[src/rtl/matrix_uop_retire_merge_pkg.sv]
// Shared encodings, enums and helpers for the matrix micro-op retire merger.
package matrix_uop_retire_merge_pkg;

    // Matrix instruction ids; MSTORE and MADD share a code since both pass straight through.
    localparam logic [1:0] NON_MATRIX_ID = 2'd0;
    localparam logic [1:0] MLOAD_ID      = 2'd1;
    localparam logic [1:0] MMUL_ID       = 2'd2;
    localparam logic [1:0] MSTORE_ID     = 2'd3;
    localparam logic [1:0] MADD_ID       = 2'd3;

    // Matrix operand types
    localparam logic [1:0] MATRIX_A = 2'd0;
    localparam logic [1:0] MATRIX_B = 2'd1;
    localparam logic [1:0] MATRIX_C = 2'd2;

    typedef enum logic {
        UOP_SINGLE = 1'b0,
        UOP_MULTI  = 1'b1
    } uop_class_t;

    typedef enum logic {
        MERGE_IDLE  = 1'b0,
        MERGE_ACCUM = 1'b1
    } merge_state_t;

    // Index of the final micro-op of an expanded macro: MLOAD spans row_size beats, MMUL row_size+1.
    function automatic int unsigned last_index(input logic [1:0] instr_id, input int unsigned row_size);
        return (instr_id == MLOAD_ID) ? row_size - 1 : row_size;
    endfunction

endpackage

[src/rtl/matrix_uop_merge_slot.sv]
// Per-warp accumulation slot: merge state, beat counter and captured macro fields.
module matrix_uop_merge_slot
    import matrix_uop_retire_merge_pkg::*;
#(
    parameter int unsigned NUM_THREADS = 4,
    parameter int unsigned UUID_W      = 44,
    parameter int unsigned NR_BITS     = 6,
    parameter int unsigned MCNT_W      = 4
)(
    input  logic                   clk,
    input  logic                   reset,
    input  logic                   i_start,
    input  logic                   i_accum,
    input  logic                   i_clear,
    input  logic [UUID_W-1:0]      i_uuid,
    input  logic [NUM_THREADS-1:0] i_tmask,
    input  logic [NR_BITS-1:0]     i_rd,
    input  logic                   i_wb,
    output merge_state_t           o_state,
    output logic [MCNT_W-1:0]      o_cnt,
    output logic [UUID_W-1:0]      o_uuid,
    output logic [NUM_THREADS-1:0] o_tmask,
    output logic [NR_BITS-1:0]     o_rd,
    output logic                   o_wb
);

    // Start (or restart) capture, fold in a middle beat, or drop back to idle.
    always_ff @(posedge clk or negedge reset) begin
        if (!reset) begin
            o_state <= MERGE_IDLE;
            o_cnt   <= '0;
            o_uuid  <= '0;
            o_tmask <= '0;
            o_rd    <= '0;
            o_wb    <= 1'b0;
        end else if (i_start) begin
            o_state <= MERGE_ACCUM;
            o_cnt   <= MCNT_W'(1);
            o_uuid  <= i_uuid;
            o_tmask <= i_tmask;
            o_rd    <= i_rd;
            o_wb    <= i_wb;
        end else if (i_accum) begin
            o_cnt   <= o_cnt + MCNT_W'(1);
            o_tmask <= o_tmask | i_tmask;
            o_wb    <= o_wb | i_wb;
        end else if (i_clear) begin
            o_state <= MERGE_IDLE;
            o_cnt   <= '0;
        end
    end

endmodule

[src/rtl/matrix_uop_retire_merge.sv]
// Rebuilds one retire event per matrix macro-instruction from the per-micro-op commit stream.
module matrix_uop_retire_merge
    import matrix_uop_retire_merge_pkg::*;
#(
    parameter int unsigned NUM_WARPS   = 4,
    parameter int unsigned NUM_THREADS = 4,
    parameter int unsigned UUID_W      = 44,
    parameter int unsigned NR_BITS     = 6,
    parameter int unsigned MCNT_W      = 4,
    localparam int unsigned WID_W      = (NUM_WARPS > 1) ? $clog2(NUM_WARPS) : 1
)(
    input  logic                   clk,
    input  logic                   reset,
    input  logic                   in_valid,
    output logic                   in_ready,
    input  logic [WID_W-1:0]       in_wid,
    input  logic [UUID_W-1:0]      in_uuid,
    input  logic [NUM_THREADS-1:0] in_tmask,
    input  logic [NR_BITS-1:0]     in_rd,
    input  logic                   in_wb,
    input  logic [1:0]             in_m_instr_id,
    input  logic [1:0]             in_m_type,
    input  logic [MCNT_W-1:0]      in_m_row_size,
    input  logic [MCNT_W-1:0]      in_m_count,
    output logic                   out_valid,
    input  logic                   out_ready,
    output logic [WID_W-1:0]       out_wid,
    output logic [UUID_W-1:0]      out_uuid,
    output logic [NUM_THREADS-1:0] out_tmask,
    output logic [NR_BITS-1:0]     out_rd_base,
    output logic                   out_wb,
    output logic [MCNT_W:0]        out_nuops,
    output logic                   err
);

    merge_state_t           w_state [NUM_WARPS];
    logic [MCNT_W-1:0]      w_cnt   [NUM_WARPS];
    logic [UUID_W-1:0]      w_uuid  [NUM_WARPS];
    logic [NUM_THREADS-1:0] w_tmask [NUM_WARPS];
    logic [NR_BITS-1:0]     w_rd    [NUM_WARPS];
    logic                   w_wb    [NUM_WARPS];

    logic                   r_out_valid;
    logic [WID_W-1:0]       r_out_wid;
    logic [UUID_W-1:0]      r_out_uuid;
    logic [NUM_THREADS-1:0] r_out_tmask;
    logic [NR_BITS-1:0]     r_out_rd_base;
    logic                   r_out_wb;
    logic [MCNT_W:0]        r_out_nuops;
    logic                   r_err;

    logic                   w_accept;
    logic                   w_is_mload_ab;
    logic                   w_bad_row;
    uop_class_t             w_class;
    logic [MCNT_W-1:0]      w_last;
    logic                   w_in_seq;
    logic                   w_emit;
    logic                   w_merged;
    logic                   w_err_set;
    logic                   w_start;
    logic                   w_accum;
    logic                   w_clear;

    assign in_ready = !r_out_valid || out_ready;
    assign w_accept = in_valid && in_ready;

    assign w_is_mload_ab = (in_m_instr_id == MLOAD_ID) &&
                           ((in_m_type == MATRIX_A) || (in_m_type == MATRIX_B));
    assign w_bad_row     = w_is_mload_ab && (in_m_row_size == '0);
    assign w_class       = ((w_is_mload_ab && !w_bad_row) || (in_m_instr_id == MMUL_ID))
                           ? UOP_MULTI : UOP_SINGLE;
    assign w_last        = MCNT_W'(last_index(in_m_instr_id, 32'(in_m_row_size)));
    assign w_in_seq      = (in_m_count == w_cnt[in_wid]) && (in_uuid == w_uuid[in_wid]);

    // One slot per warp; only the slot addressed by in_wid sees control strobes.
    for (genvar g = 0; g < NUM_WARPS; g++) begin : g_slot
        matrix_uop_merge_slot #(
            .NUM_THREADS (NUM_THREADS),
            .UUID_W      (UUID_W),
            .NR_BITS     (NR_BITS),
            .MCNT_W      (MCNT_W)
        ) u_slot (
            .clk     (clk),
            .reset   (reset),
            .i_start (w_start && (in_wid == WID_W'(g))),
            .i_accum (w_accum && (in_wid == WID_W'(g))),
            .i_clear (w_clear && (in_wid == WID_W'(g))),
            .i_uuid  (in_uuid),
            .i_tmask (in_tmask),
            .i_rd    (in_rd),
            .i_wb    (in_wb),
            .o_state (w_state[g]),
            .o_cnt   (w_cnt[g]),
            .o_uuid  (w_uuid[g]),
            .o_tmask (w_tmask[g]),
            .o_rd    (w_rd[g]),
            .o_wb    (w_wb[g])
        );
    end

    // Decide what an accepted beat does to its warp slot, the output entry and the error flag.
    always_comb begin
        w_emit    = 1'b0;
        w_merged  = 1'b0;
        w_err_set = 1'b0;
        w_start   = 1'b0;
        w_accum   = 1'b0;
        w_clear   = 1'b0;
        if (w_accept) begin
            if (w_bad_row) begin
                w_err_set = 1'b1;
            end
            if (w_class == UOP_SINGLE) begin
                w_emit = 1'b1;
                if (w_state[in_wid] == MERGE_ACCUM) begin
                    w_err_set = 1'b1;
                end
            end else if (w_state[in_wid] == MERGE_IDLE) begin
                if (in_m_count != '0) begin
                    w_err_set = 1'b1;
                end else if (w_last == '0) begin
                    w_emit = 1'b1;
                end else begin
                    w_start = 1'b1;
                end
            end else if (w_in_seq) begin
                if (in_m_count == w_last) begin
                    w_emit   = 1'b1;
                    w_merged = 1'b1;
                    w_clear  = 1'b1;
                end else begin
                    w_accum = 1'b1;
                end
            end else begin
                // Broken sequence: drop the partial macro, restart only from a count-0 beat.
                w_err_set = 1'b1;
                w_clear   = 1'b1;
                if (in_m_count == '0) begin
                    if (w_last == '0) begin
                        w_emit = 1'b1;
                    end else begin
                        w_start = 1'b1;
                    end
                end
            end
        end
    end

    // One-entry output holding register plus sticky error flag.
    always_ff @(posedge clk or negedge reset) begin
        if (!reset) begin
            r_out_valid   <= 1'b0;
            r_out_wid     <= '0;
            r_out_uuid    <= '0;
            r_out_tmask   <= '0;
            r_out_rd_base <= '0;
            r_out_wb      <= 1'b0;
            r_out_nuops   <= '0;
            r_err         <= 1'b0;
        end else begin
            if (w_emit) begin
                r_out_valid   <= 1'b1;
                r_out_wid     <= in_wid;
                r_out_uuid    <= in_uuid;
                r_out_tmask   <= w_merged ? (w_tmask[in_wid] | in_tmask) : in_tmask;
                r_out_rd_base <= w_merged ? w_rd[in_wid] : in_rd;
                r_out_wb      <= w_merged ? (w_wb[in_wid] | in_wb) : in_wb;
                r_out_nuops   <= w_merged ? ((MCNT_W+1)'(w_cnt[in_wid]) + (MCNT_W+1)'(1))
                                          : (MCNT_W+1)'(1);
            end else if (out_ready) begin
                r_out_valid <= 1'b0;
            end
            if (w_err_set) begin
                r_err <= 1'b1;
            end
        end
    end

    assign out_valid   = r_out_valid;
    assign out_wid     = r_out_wid;
    assign out_uuid    = r_out_uuid;
    assign out_tmask   = r_out_tmask;
    assign out_rd_base = r_out_rd_base;
    assign out_wb      = r_out_wb;
    assign out_nuops   = r_out_nuops;
    assign err         = r_err;

endmodule

[config.mk]
export PLATFORM = sky130hd
export DESIGN_NAME = matrix_uop_retire_merge
export DESIGN_NICKNAME = d
export VERILOG_FILES = /design/src/rtl/matrix_uop_retire_merge_pkg.sv /design/src/rtl/matrix_uop_merge_slot.sv /design/src/rtl/matrix_uop_retire_merge.sv
export SDC_FILE = /design/constraint.sdc
export NUM_CORES = 1
export LEC_CHECK = 0
export ABC_AREA = 1
export ABC_CLOCK_PERIOD_IN_PS = 2400
export BUFFER_PORTS_ARGS = -buffer_cell sky130_fd_sc_hd__buf_4
export CAP_MARGIN = 5
export CORE_MARGIN = 1
export CORE_UTILIZATION = 45
export CTS_CLUSTER_DIAMETER = 50
export CTS_CLUSTER_SIZE = 25
export DETAILED_ROUTE_END_ITERATION = 16
export SYNTH_ARGS = -nofsm -noshare
export SYNTH_HDL_FRONTEND = slang
export SYNTH_SLANG_ARGS = --single-unit
[constraint.sdc]
create_clock -name clk -period 2.4 [get_ports clk]
set_input_delay 0.6 -clock clk [delete_from_list [all_inputs] [get_ports clk]]
set_output_delay 0.6 -clock clk [all_outputs]
set_load 0.03 [all_outputs]
==> results of run 1 <==
[critical path: cells and delay by family]
| kind | cells | cell delay [ns] |
|---|---|---|
| buffers and inverters | 4 | 0.64 |
| AND/OR/NAND/NOR | 16 | 1.73 |
[metrics by stage]
stage / cells / utilization / instance area (um2)
finish: 2741 / 0.636 / 20600
detailed placement: 2623 / 0.545 / 17700
global route: 2741 / 0.636 / 20600
CTS: 2701 / 0.595 / 19300
floorplan: 1961 / - / 15000
global placement: 2623 / 0.545 / 17700
[logic make-up (layout without fill, tap and decap cells)]
kind of cell | after synthesis | in the layout | synth area share
AND/OR/NAND/NOR | 1159 | 1159 | 0.316
flip-flops | 304 | 304 | 0.515
AO/OA/AOI/OAI | 247 | 247 | 0.0897
buffers and inverters | 230 | 568 | 0.0660
XOR/XNOR | 15 | 15 | 0.00889
adder cells (fa/ha/maj) | 6 | 6 | 0.00508
[power groups by stage]
stage	clock network [mW]	logic [mW]	registers, mW
finish	5.97	2.50	5.83
detailed placement	0	2.28	5.88
floorplan	0	0.882	6.21
global route	6.28	2.74	5.88
CTS	6.05	2.34	5.80
global placement	0	2.23	5.88
[routing by layer]
| metal | global-route usage | wire length, um | share of wire |
|---|---|---|---|
| met3 | 0.0316 | 2460 | 0.052 |
| met4 | 0.0897 | 1320 | 0.028 |
| met1 | 0.360 | 21100 | 0.44 |
| met5 | 0 | 0 | 0 |
| met2 | 0.427 | 22600 | 0.48 |
[layout make-up]
| class | count | share of cell area |
|---|---|---|
| tap | 442 | 0.0268 |
| timing repair buffer | 366 | 0.180 |
| sequential | 304 | 0.369 |
| clock inverter | 22 | 0.0116 |
| inverter | 133 | 0.0258 |
| clock buffer | 47 | 0.0523 |
| multi-input combinational | 1427 | 0.335 |
[cell usage after synthesis (2+ instances only)]
cell type	number	area, um2
buf_1	9	33.8
a21oi_1	14	70.1
dfrtp_1	304	7610
clkbuf_1	28	105
ha_1	6	75.1
nand3_1	134	671
nor2_1	90	338
nand2_1	894	3360
inv_1	125	469
buf_6	2	22.5
inv_2	7	26.3
o21bai_1	5	37.5
a221oi_1	11	96.3
nor2_4	2	22.5
xnor2_1	4	35.0
nand4_1	10	62.6
buf_4	10	75.1
o21ai_0	186	931
nand3_2	3	30.0
a22o_1	5	43.8
buf_2	48	240
nand2_2	4	25.0
nand3b_1	13	97.6
o22ai_1	7	43.8
nor3_1	4	20.0
xor2_1	11	96.3
o21ai_1	16	80.1
[registers in the layout (all words and copies together), names as in the netlist]
signal / count
err: 1
g_slot.u_slot.o_rd: 24
out_tmask: 4
out_wid: 2
out_uuid: 44
g_slot.u_slot.o_wb: 4
g_slot.u_slot.o_tmask: 16
g_slot.u_slot.o_uuid: 176
g_slot.u_slot.o_state: 4
out_nuops: 5
g_slot.u_slot.o_cnt: 16
out_rd_base: 6
out_valid: 1
out_wb: 1
[worst max-delay path by stage]
stage,from,to,slack (ns),cells past startpoint
3_5_place_dp,in_wid[0],out_nuops[2],-0.87,19
3_3_place_gp,in_wid[0],out_uuid[37],-0.82,19
6_report,in_wid[0],out_uuid[37],-0.18,20
4_1_cts,in_wid[0],out_nuops[0],-0.06,21
5_1_grt,in_wid[0],g_slot[0].u_slot.o_rd[3],-0.29,22
2_1_floorplan,in_wid[0],out_uuid[35],-0.04,18
[what timing repair did]
item | CTS | global route
endpoints found under the setup margin | 302 | 302
setup buffers | 7 | 17
resized for setup | 46 | 228
gates cloned | 2 | 24
pin swaps | 18 | 30
==> metrics.txt, run 1 <==
DR vias 14,100; commonest non-fill, non-tap cell in the layout nand2_1; GRT Overall Usage 0.261; startpoint types input port; Final HPWL DP 29,000 um; largest net degree at the start of global routing 67; EDFF count, synth 0; row count 66; internal power around 10 mW; Hold Fails Final Rpt 0; syn_nets 2,040; net load switching power roughly 4.2 mW; worst-path fanout max 12; Final min period 2.58 ns; CTS buffer count 38; Yosys reg bits 304; R2R setup slack -0.13 ns; slew of the pin with the lowest slew margin 0.473 ns; Detail Route Antenna Nets 0; Syn. warnings 0; fraction of registers with async set/reset 1.00; antenna violations before repair 0; run status complete, but fails checks; vias in the first global route roughly 13,000; worst skew pair latency 0.52 ns; Max VDD drop 0.000562 V; PortBufs 136; Power Density slightly below 700 mW/mm2; fin crit share 1.08; reg2reg end out_uuid[37]; cells after synthesis ~2,000; Filler cells roughly 2,700; Critical Path RT ~2.8 ns; critical path class in2reg; H-tree depth 2; RR Startpoint g_slot[0].u_slot.o_uuid[36]; WP data arrival 3.00 ns; core box area 0.0325 mm2; setup violators final 251; leak pwr 10.9 nW; register area share after synthesis 0.515; Worst Reg-to-Reg Cells 18; Ports 138; setup TNS -22.97 ns; first-pass GRT wire length 70,000 um; total gr overflow 0; slowest stage delay, CP 0.24 ns; pre-CTS setup slack -0.868 ns; RePlAce Congestion 0.893; Most common cell on crit path nand2_1; Die W ~180 um; Switching Share 0.290; hold_ws approximately 0.0028 ns; total wire length about 47,000 um; synthesized area per cell 7.54 um2; Max Fclk 0.387 GHz; root buf cell clkbuf_16; share of power burned in registers 0.408; die height 183 um; RSZ-0062 raised after global routing yes; DRC viols 0; clk slew on worst S/H paths 0.06 ns; CTS tree built; clk_skew 0.0178 ns; Sink Count 304; area delta synth->final 39.6%; Crit. End Element register; CTS Hold Bufs 0; worst relative slew slack 0.684; fin. max-slew vios 0; area of the mapped netlist roughly 0.015 mm2; WL/cell 17.3 um; Clock Path Buffers 3; max_cap viols 0; power consumption 14.3 mW; drt first pass iters 5; Hold Crit Class in2async; via/cell ratio 5.15; total die area 0.0336 mm2; Initial Util 0.456; Post-layout nets roughly 2,300; Max stage delay cell, worst path nand4_1; final worst slack -0.182 ns; leading cell types in the layout, fill and taps excluded nand2_1, dfrtp_1, buf_4, o21ai_0, inv_1; antenna cells 0; power share of the clock group 0.417; Multi-input gate area 0.00692 mm2; Yosys cell types 36; initial detailed-routing violation count 815; crit-path cells buf_12 -> buf_8 -> buf_12 -> nand2_1 -> nand2_1 -> nand2_1 -> nand2_1 -> nand2_1 -> nand2_1 -> nor2_2 -> nand2_1 -> nor2_1 -> nand2_1 -> nor2_4 -> nand4_1 -> nand3_4 -> nand2_8 -> clkbuf_16 -> nand2_1 -> nand2_1; share of cells above drive strength 1 0.260; failing checks negative setup slack; sequential standard cell area approximately 0.0076 mm2; Most used DFF post-synth dfrtp_1; Comb pwr share 0.175
No activity file was read; power rests on OpenSTA's default activity.
==> run 2: changes to the inputs <==
--- a/config.mk
+++ b/config.mk
@@ -8,12 +8,14 @@
 export ABC_AREA = 1
 export ABC_CLOCK_PERIOD_IN_PS = 2400
 export BUFFER_PORTS_ARGS = -buffer_cell sky130_fd_sc_hd__buf_4
-export CAP_MARGIN = 5
+export CELL_PAD_IN_SITES_DETAIL_PLACEMENT = 0
+export CELL_PAD_IN_SITES_GLOBAL_PLACEMENT = 2
 export CORE_MARGIN = 1
-export CORE_UTILIZATION = 45
+export CORE_UTILIZATION = 35
 export CTS_CLUSTER_DIAMETER = 50
 export CTS_CLUSTER_SIZE = 25
 export DETAILED_ROUTE_END_ITERATION = 16
+export PLACE_DENSITY_LB_ADDON = 0.1
 export SYNTH_ARGS = -nofsm -noshare
 export SYNTH_HDL_FRONTEND = slang
 export SYNTH_SLANG_ARGS = --single-unit
==> run 2 against run 1 <==
Effect of this change: the flow still finishes with violations (negative setup slack); first-iteration DRC count shrank 1.2%; sequential power barely moved; global-route usage decreased by 2.0 points; non-clock buffer count up 81; fmax grew 1.1%; final cell count is 6.5% higher; critical path type unchanged.
==> metrics.txt, run 2 (same netlist as run 1, synthesis figures left out) <==
run status complete, but fails checks (unchanged); failing checks negative setup slack (unchanged); WP data arrival 3.06 ns (was 3.00 ns); share of cells above drive strength 1 0.376 (was 0.260); antenna cells 0 (unchanged); DRC viols 0 (unchanged); first-pass GRT wire length 79,800 um (was 70,000 um); fin crit share 1.06 (was 1.08); WL/cell 20.1 um (was 17.3 um); H-tree depth 2 (unchanged); met2 WL post-DR 29,400 um (was 22,600 um); Clock Path Buffers 3 (unchanged); RePlAce Congestion 0.829 (was 0.893); final core utilization 0.565 (was 0.636); RSZ-0062 raised after global routing yes (unchanged); setup violators final 289 (was 251); leading cell types in the layout, fill and taps excluded nand2_1, dfrtp_1, buf_4, nand2_2, inv_1 (was nand2_1, dfrtp_1, buf_4, o21ai_0, inv_1); worst-path fanout max 11 (was 12); core box area 0.0412 mm2 (was 0.0325 mm2); Initial Util 0.359 (was 0.456); antenna violations before repair 0 (unchanged); Post-layout nets 2,434 (was 2,349); Hold Fails Final Rpt 0 (unchanged); drt first pass iters 5 (unchanged); die height 208 um (was 183 um); slew of the pin with the lowest slew margin 0.509 ns (was 0.473 ns); startpoint types input port (unchanged); final worst slack -0.154 ns (was -0.182 ns); Critical Path RT 2.90 ns (was 2.81 ns); leak pwr 12.1 nW (was 10.9 nW); M1 wire length 25,300 um (was 21,100 um); R2R setup slack -0.09 ns (was -0.13 ns); vias in the first global route 13,700 (was 13,300); max_cap viols 0 (unchanged); PortBufs 136 (unchanged); Max VDD drop 0.000558 V (was 0.000562 V); critical path class in2reg (unchanged); root buf cell clkbuf_16 (unchanged); Final HPWL DP 32,700 um (was 29,000 um); worst relative slew slack 0.661 (was 0.684); largest net degree at the start of global routing 68 (was 67); post-route cell area 0.0233 mm2 (was 0.0206 mm2); commonest non-fill, non-tap cell in the layout nand2_1 (unchanged); top sig layer met4 (unchanged); total die area 0.0431 mm2 (was 0.0336 mm2); max FFs per register 176 (unchanged); area delta synth->final 57.6% (was 39.6%); Max Fclk 0.392 GHz (was 0.387 GHz); placed instance area 0.0181 mm2 (was 0.0177 mm2); CTS tree built (unchanged); fin. max-slew vios 0 (unchanged); initial detailed-routing violation count 805 (was 815); Power Density 658 mW/mm2 (was 693 mW/mm2); clk_skew 0.0330 ns (was 0.0178 ns); Detail Route Antenna Nets 0 (unchanged); Final min period 2.55 ns (was 2.58 ns); GRT Overall Usage 0.241 (was 0.261); Biggest register g_slot.u_slot.o_uuid (unchanged); Ports 138 (unchanged); CTS buffer count 42 (was 38); via/cell ratio 5.00 (was 5.15); power consumption 15.3 mW (was 14.3 mW); Sink Count 304 (unchanged); total gr overflow 0 (unchanged); worst skew pair latency 0.58 ns (was 0.52 ns); Die W 208 um (was 183 um); Crit. End Element register (unchanged); total wire length 58,700 um (was 47,500 um); row count 74 (was 66); setup TNS -21.41 ns (was -22.97 ns); DR vias 14,600 (was 14,100); Hold Crit Class in2reg (was in2async); clk slew on worst S/H paths 0.06 ns (about the same); DR WL met3 2510 um (was 2460 um)
## run 2: through the flow
step	cells	hold slack [ns]	setup WS, ns
2_1_floorplan	1961	0.304	-0.0371
3_3_place_gp	2744	0.456	-0.874
3_5_place_dp	2744	0.460	-0.908
4_1_cts	2853	0.252	-0.0886
5_1_grt	2919	0.278	-0.329
6_report	2919	0.275	-0.154
## run 2: worst paths after layout
check / start / to / cells past startpoint
setup / recovery: in_wid[0] / g_slot[1].u_slot.o_tmask[0] / 21
hold / removal: in_rd[4] / g_slot[2].u_slot.o_rd[4] / 3
setup reg to reg: g_slot[3].u_slot.o_cnt[3] / g_slot[1].u_slot.o_tmask[0] / 18
hold reg to reg: out_uuid[14] / out_uuid[14] / 2
max in group asynchronous: reset / g_slot[1].u_slot.o_cnt[2] / 3
min in group asynchronous: reset / out_uuid[9] / 2
## run 2: what timing repair did
action                                  in CTS  in global routing
endpoints found under the setup margin     303                304
gates cloned                                15                 50
hold buffers                                 1                  0
pin swaps                                   16                 33
buffers inserted                            19                 19
endpoints found under the hold margin       36                  0
resized for setup                          127                538
## run 2: critical path, stage by stage
cell	delay [ns]
buf_16	0.15
inv_16	0.08
nand2_2	0.11
inv_4	0.08
buf_12	0.14
a21oi_1	0.16
nand3b_1	0.09
nand2_1	0.09
nand2_1	0.11
nor2_1	0.11
nand2_1	0.08
nor2_4	0.23
nand3_4	0.15
buf_12	0.17
nand3_4	0.12
buf_12	0.15
buf_6	0.11
buf_6	0.08
buf_6	0.11
nand2_1	0.05
nand2_1	0.06
## run 2: area by class of cell
cell class                      instances  area (um2)
Timing Repair Buffer                  447        5180
Clock inverter                         27         332
Multi-Input combinational cell       1427        7830
Sequential cell                       304        7610
Clock buffer                           49        1130
Inverter                              133         559
Tap cell                              532         666
Fill cell                            3788       17900
## run 2: power by group
part           total (mW)  leakage (nW)  internal, mW  switching, mW
Sequential           5.86          3.87          5.57          0.292
Clock                6.60         0.701          4.05           2.55
Combinational        2.87          7.55          1.20           1.66
## run 2: routing by layer
metal / track usage / up-vias
met2: 0.406 / 337
met4: 0.0831 / 0
li1: - / 7068
met1: 0.314 / 7113
met3: 0.0372 / 89
met5: 0 / -
==> run 3: changes to the inputs <==
--- a/config.mk
+++ b/config.mk
@@ -6,7 +6,7 @@
 export NUM_CORES = 1
 export LEC_CHECK = 0
 export ABC_AREA = 1
-export ABC_CLOCK_PERIOD_IN_PS = 2400
+export ABC_CLOCK_PERIOD_IN_PS = 2430
 export BUFFER_PORTS_ARGS = -buffer_cell sky130_fd_sc_hd__buf_4
 export CELL_PAD_IN_SITES_DETAIL_PLACEMENT = 0
 export CELL_PAD_IN_SITES_GLOBAL_PLACEMENT = 2
==> constraint.sdc (replaced) <==
create_clock -name clk -period 2.43 [get_ports clk]
set_input_delay 0.6075 -clock clk [delete_from_list [all_inputs] [get_ports clk]]
set_output_delay 0.6075 -clock clk [all_outputs]
set_load 0.03 [all_outputs]
==> run 3 against run 2 <==
Effect of this change: combinational power is 12% lower; clock power is 11% lower; sequential share of layout area is 2.7 points higher; non-clock buffer count is 51 lower; global-route usage is 1.4 points lower; register-to-register slack better by 0.05 ns; highest routed layer unchanged; count of clock-buffer cells in the layout is 4 higher; the flow still finishes with violations (negative setup slack).
==> metrics.txt, run 3 (same netlist as run 1, synthesis figures left out) <==
leak pwr 11.3 nW (was 12.1 nW); Final min period about 2.5 ns; PortBufs 136 (unchanged); root buf cell clkbuf_16 (unchanged); row count 74 (unchanged); total gr overflow 0 (unchanged); Max VDD drop 0.000402 V (was 0.000558 V); net load switching power 4.17 mW (was 4.51 mW); Multi-input gate area 0.00696 mm2 (was 0.00783 mm2); placed instance area 0.0177 mm2 (was 0.0181 mm2); final worst slack -0.0894 ns (was -0.154 ns); core box area 0.0412 mm2 (unchanged); commonest non-fill, non-tap cell in the layout nand2_1 (unchanged); max_cap viols 0 (unchanged); Hold Fails Final Rpt 0 (unchanged); CTS tree built (unchanged); pre-CTS setup slack -0.908 ns (about the same); sequential standard cell area 0.00761 mm2 (about the same); failing checks negative setup slack (unchanged); via/cell ratio 4.94 (was 5.00); max FFs per register 176 (unchanged); DR vias 14,200 (was 14,600); drt first pass iters 5 (unchanged); hold_ws 0.278 ns (was 0.275 ns); initial detailed-routing violation count 893 (was 805); RSZ-0062 raised after global routing yes (unchanged); run status complete, but fails checks (unchanged); WL/cell 19.1 um (was 20.1 um); largest net degree at the start of global routing 60 (was 68); antenna violations before repair 0 (unchanged); R2R setup slack -0.04 ns (was -0.09 ns); Hold Crit Class in2reg (unchanged); Power Density 655 mW/mm2 (was 658 mW/mm2); CTS buffer count 40 (was 42); post-route cell area 0.0215 mm2 (was 0.0233 mm2); startpoint types input port (unchanged); die height 208 um (unchanged); Comb pwr share 0.179 (was 0.187); slowest stage delay, CP 0.21 ns (was 0.23 ns); Biggest register g_slot.u_slot.o_uuid (unchanged); setup violators final 222 (was 289); Critical Path RT 2.89 ns (was 2.90 ns); Clock Path Buffers 3 (unchanged); antenna cells 0 (unchanged); total wire length 54,800 um (was 58,700 um); fin. max-slew vios 0 (unchanged); Filler cells 3,895 (was 3,788); clk slew on worst S/H paths 0.06 ns (about the same); DRC viols 0 (unchanged); fin crit share 1.04; worst relative slew slack 0.666 (was 0.661); crit-path cells buf_16 -> clkinv_16 -> buf_12 -> nand2_2 -> nand2_1 -> nand2_1 -> nand2_1 -> nand2_1 -> nand2_1 -> a21oi_2 -> buf_6 -> nand2_4 -> nor2_4 -> nand2_2 -> nor2_4 -> nand3_4 -> buf_12 -> nand3_4 -> buf_6 -> clkbuf_16 -> nand2_1 -> o21ai_0 (was buf_16 -> inv_16 -> nand2_2 -> inv_4 -> buf_12 -> a21oi_1 -> nand3b_1 -> nand2_1 -> nand2_1 -> nor2_1 -> nand2_1 -> nor2_4 -> nand3_4 -> buf_12 -> nand3_4 -> buf_12 -> buf_6 -> buf_6 -> buf_6 -> nand2_1 -> nand2_1); critical path class in2reg (unchanged); total die area 0.0431 mm2 (unchanged); WP data arrival 2.98 ns (was 3.06 ns); setup TNS -7.40 ns (was -21.41 ns); share of cells above drive strength 1 0.275 (was 0.376); Die W 208 um (unchanged); clk_skew 0.0331 ns (was 0.0330 ns); Crit. End Element register (unchanged); Final HPWL DP 31,600 um (was 32,700 um); area delta synth->final 45.7% (was 57.6%); Ports 138 (unchanged); Placed Cells 2,708 (was 2,744); worst-path fanout max 14 (was 11); Switching Share 0.295 (was 0.294); Layout Cells excl Fill 2,865 (was 2,919); leading cell types in the layout, fill and taps excluded nand2_1, dfrtp_1, buf_4, o21ai_0, inv_1 (was nand2_1, dfrtp_1, buf_4, nand2_2, inv_1); slew of the pin with the lowest slew margin 0.499 ns (was 0.509 ns); worst skew pair latency 0.58 ns (about the same); vias in the first global route 13,000 (was 13,700); Detail Route Antenna Nets 0 (unchanged); Max Fclk 0.397 GHz; first-pass GRT wire length 75,700 um (was 79,800 um); GRT Overall Usage 0.226 (was 0.241); H-tree depth 2 (unchanged); Most common cell on crit path nand2_1 (unchanged); Max stage delay cell, worst path nor2_4 (unchanged); power share of the clock group 0.415 (was 0.430); internal power 9.95 mW (was 10.8 mW); Sink Count 304 (unchanged); Post-layout nets 2,382 (was 2,434); Initial Util 0.359 (unchanged); share of power burned in registers 0.406 (was 0.383); RePlAce Congestion 0.814 (was 0.829)
-- run 3: cell count changes in the layout (fill, tap and decap cells not counted), sizes merged --
cell	previous run	this run
buf	409	361
inv	137	136
bufbuf	2	1
clkbuf	84	86
clkinvlp	7	4
bufinv	6	2
clkinv	10	11
-- run 3: through the flow --
step | util | power, mW
3_5_place_dp | 0.430 | 8.09
2_1_floorplan | - | 7.00
5_1_grt | 0.523 | 14.7
4_1_cts | 0.474 | 14.1
6_report | 0.523 | 14.1
3_3_place_gp | 0.430 | 8.06
-- run 3: power by group through the flow --
stage | sequential [mW] | clock (mW) | combinational [mW]
after CTS | 5.72 | 6.01 | 2.39
after floorplan | 6.13 | 0 | 0.869
after global routing | 5.78 | 6.21 | 2.75
after global placement | 5.80 | 0 | 2.26
after detailed placement | 5.81 | 0 | 2.29
final | 5.73 | 5.86 | 2.52
-- run 3: cell type report --
type | count | share of cell area
Clock buffer | 53 | 0.0516
Timing Repair inverter | 1 | 0.000523
Tap cell | 532 | 0.0309
Multi-Input combinational cell | 1427 | 0.323
Timing Repair Buffer | 396 | 0.206
Inverter | 133 | 0.0259
Sequential cell | 304 | 0.353
Clock inverter | 19 | 0.00854
-- run 3: critical path: cells and delay by family --
| family | cells | cell delay [ns] |
|---|---|---|
| compound gates | 2 | 0.23 |
| buf+inv | 7 | 1.03 |
| simple gates | 13 | 1.08 |
-- run 3: worst paths after layout --
| check | from | to | cells past startpoint |
|---|---|---|---|
| setup / recovery | in_wid[0] | g_slot[1].u_slot.o_uuid[32] | 22 |
| hold / removal | in_uuid[2] | out_uuid[2] | 3 |
| setup reg to reg | g_slot[2].u_slot.o_uuid[36] | g_slot[1].u_slot.o_uuid[32] | 19 |
| hold reg to reg | out_uuid[7] | out_uuid[7] | 2 |
| max in group asynchronous | reset | g_slot[2].u_slot.o_uuid[38] | 3 |
| min in group asynchronous | reset | out_uuid[19] | 2 |
-- run 3: repair_timing --
item / in CTS / in global routing
hold buffers: 1 / 0
hold endpoints to repair: 37 / 0
buffers inserted: 9 / 28
gates resized for setup: 54 / 268
pin swaps: 9 / 25
gates cloned: 8 / 42
setup endpoints to repair: 304 / 304
-- run 3: metal layers --
layer | wire [um] | GRT usage
met1 | 25000 | 0.314
met4 | 1310 | 0.0643
met3 | 2430 | 0.0360
met5 | 0 | 0
met2 | 26100 | 0.365
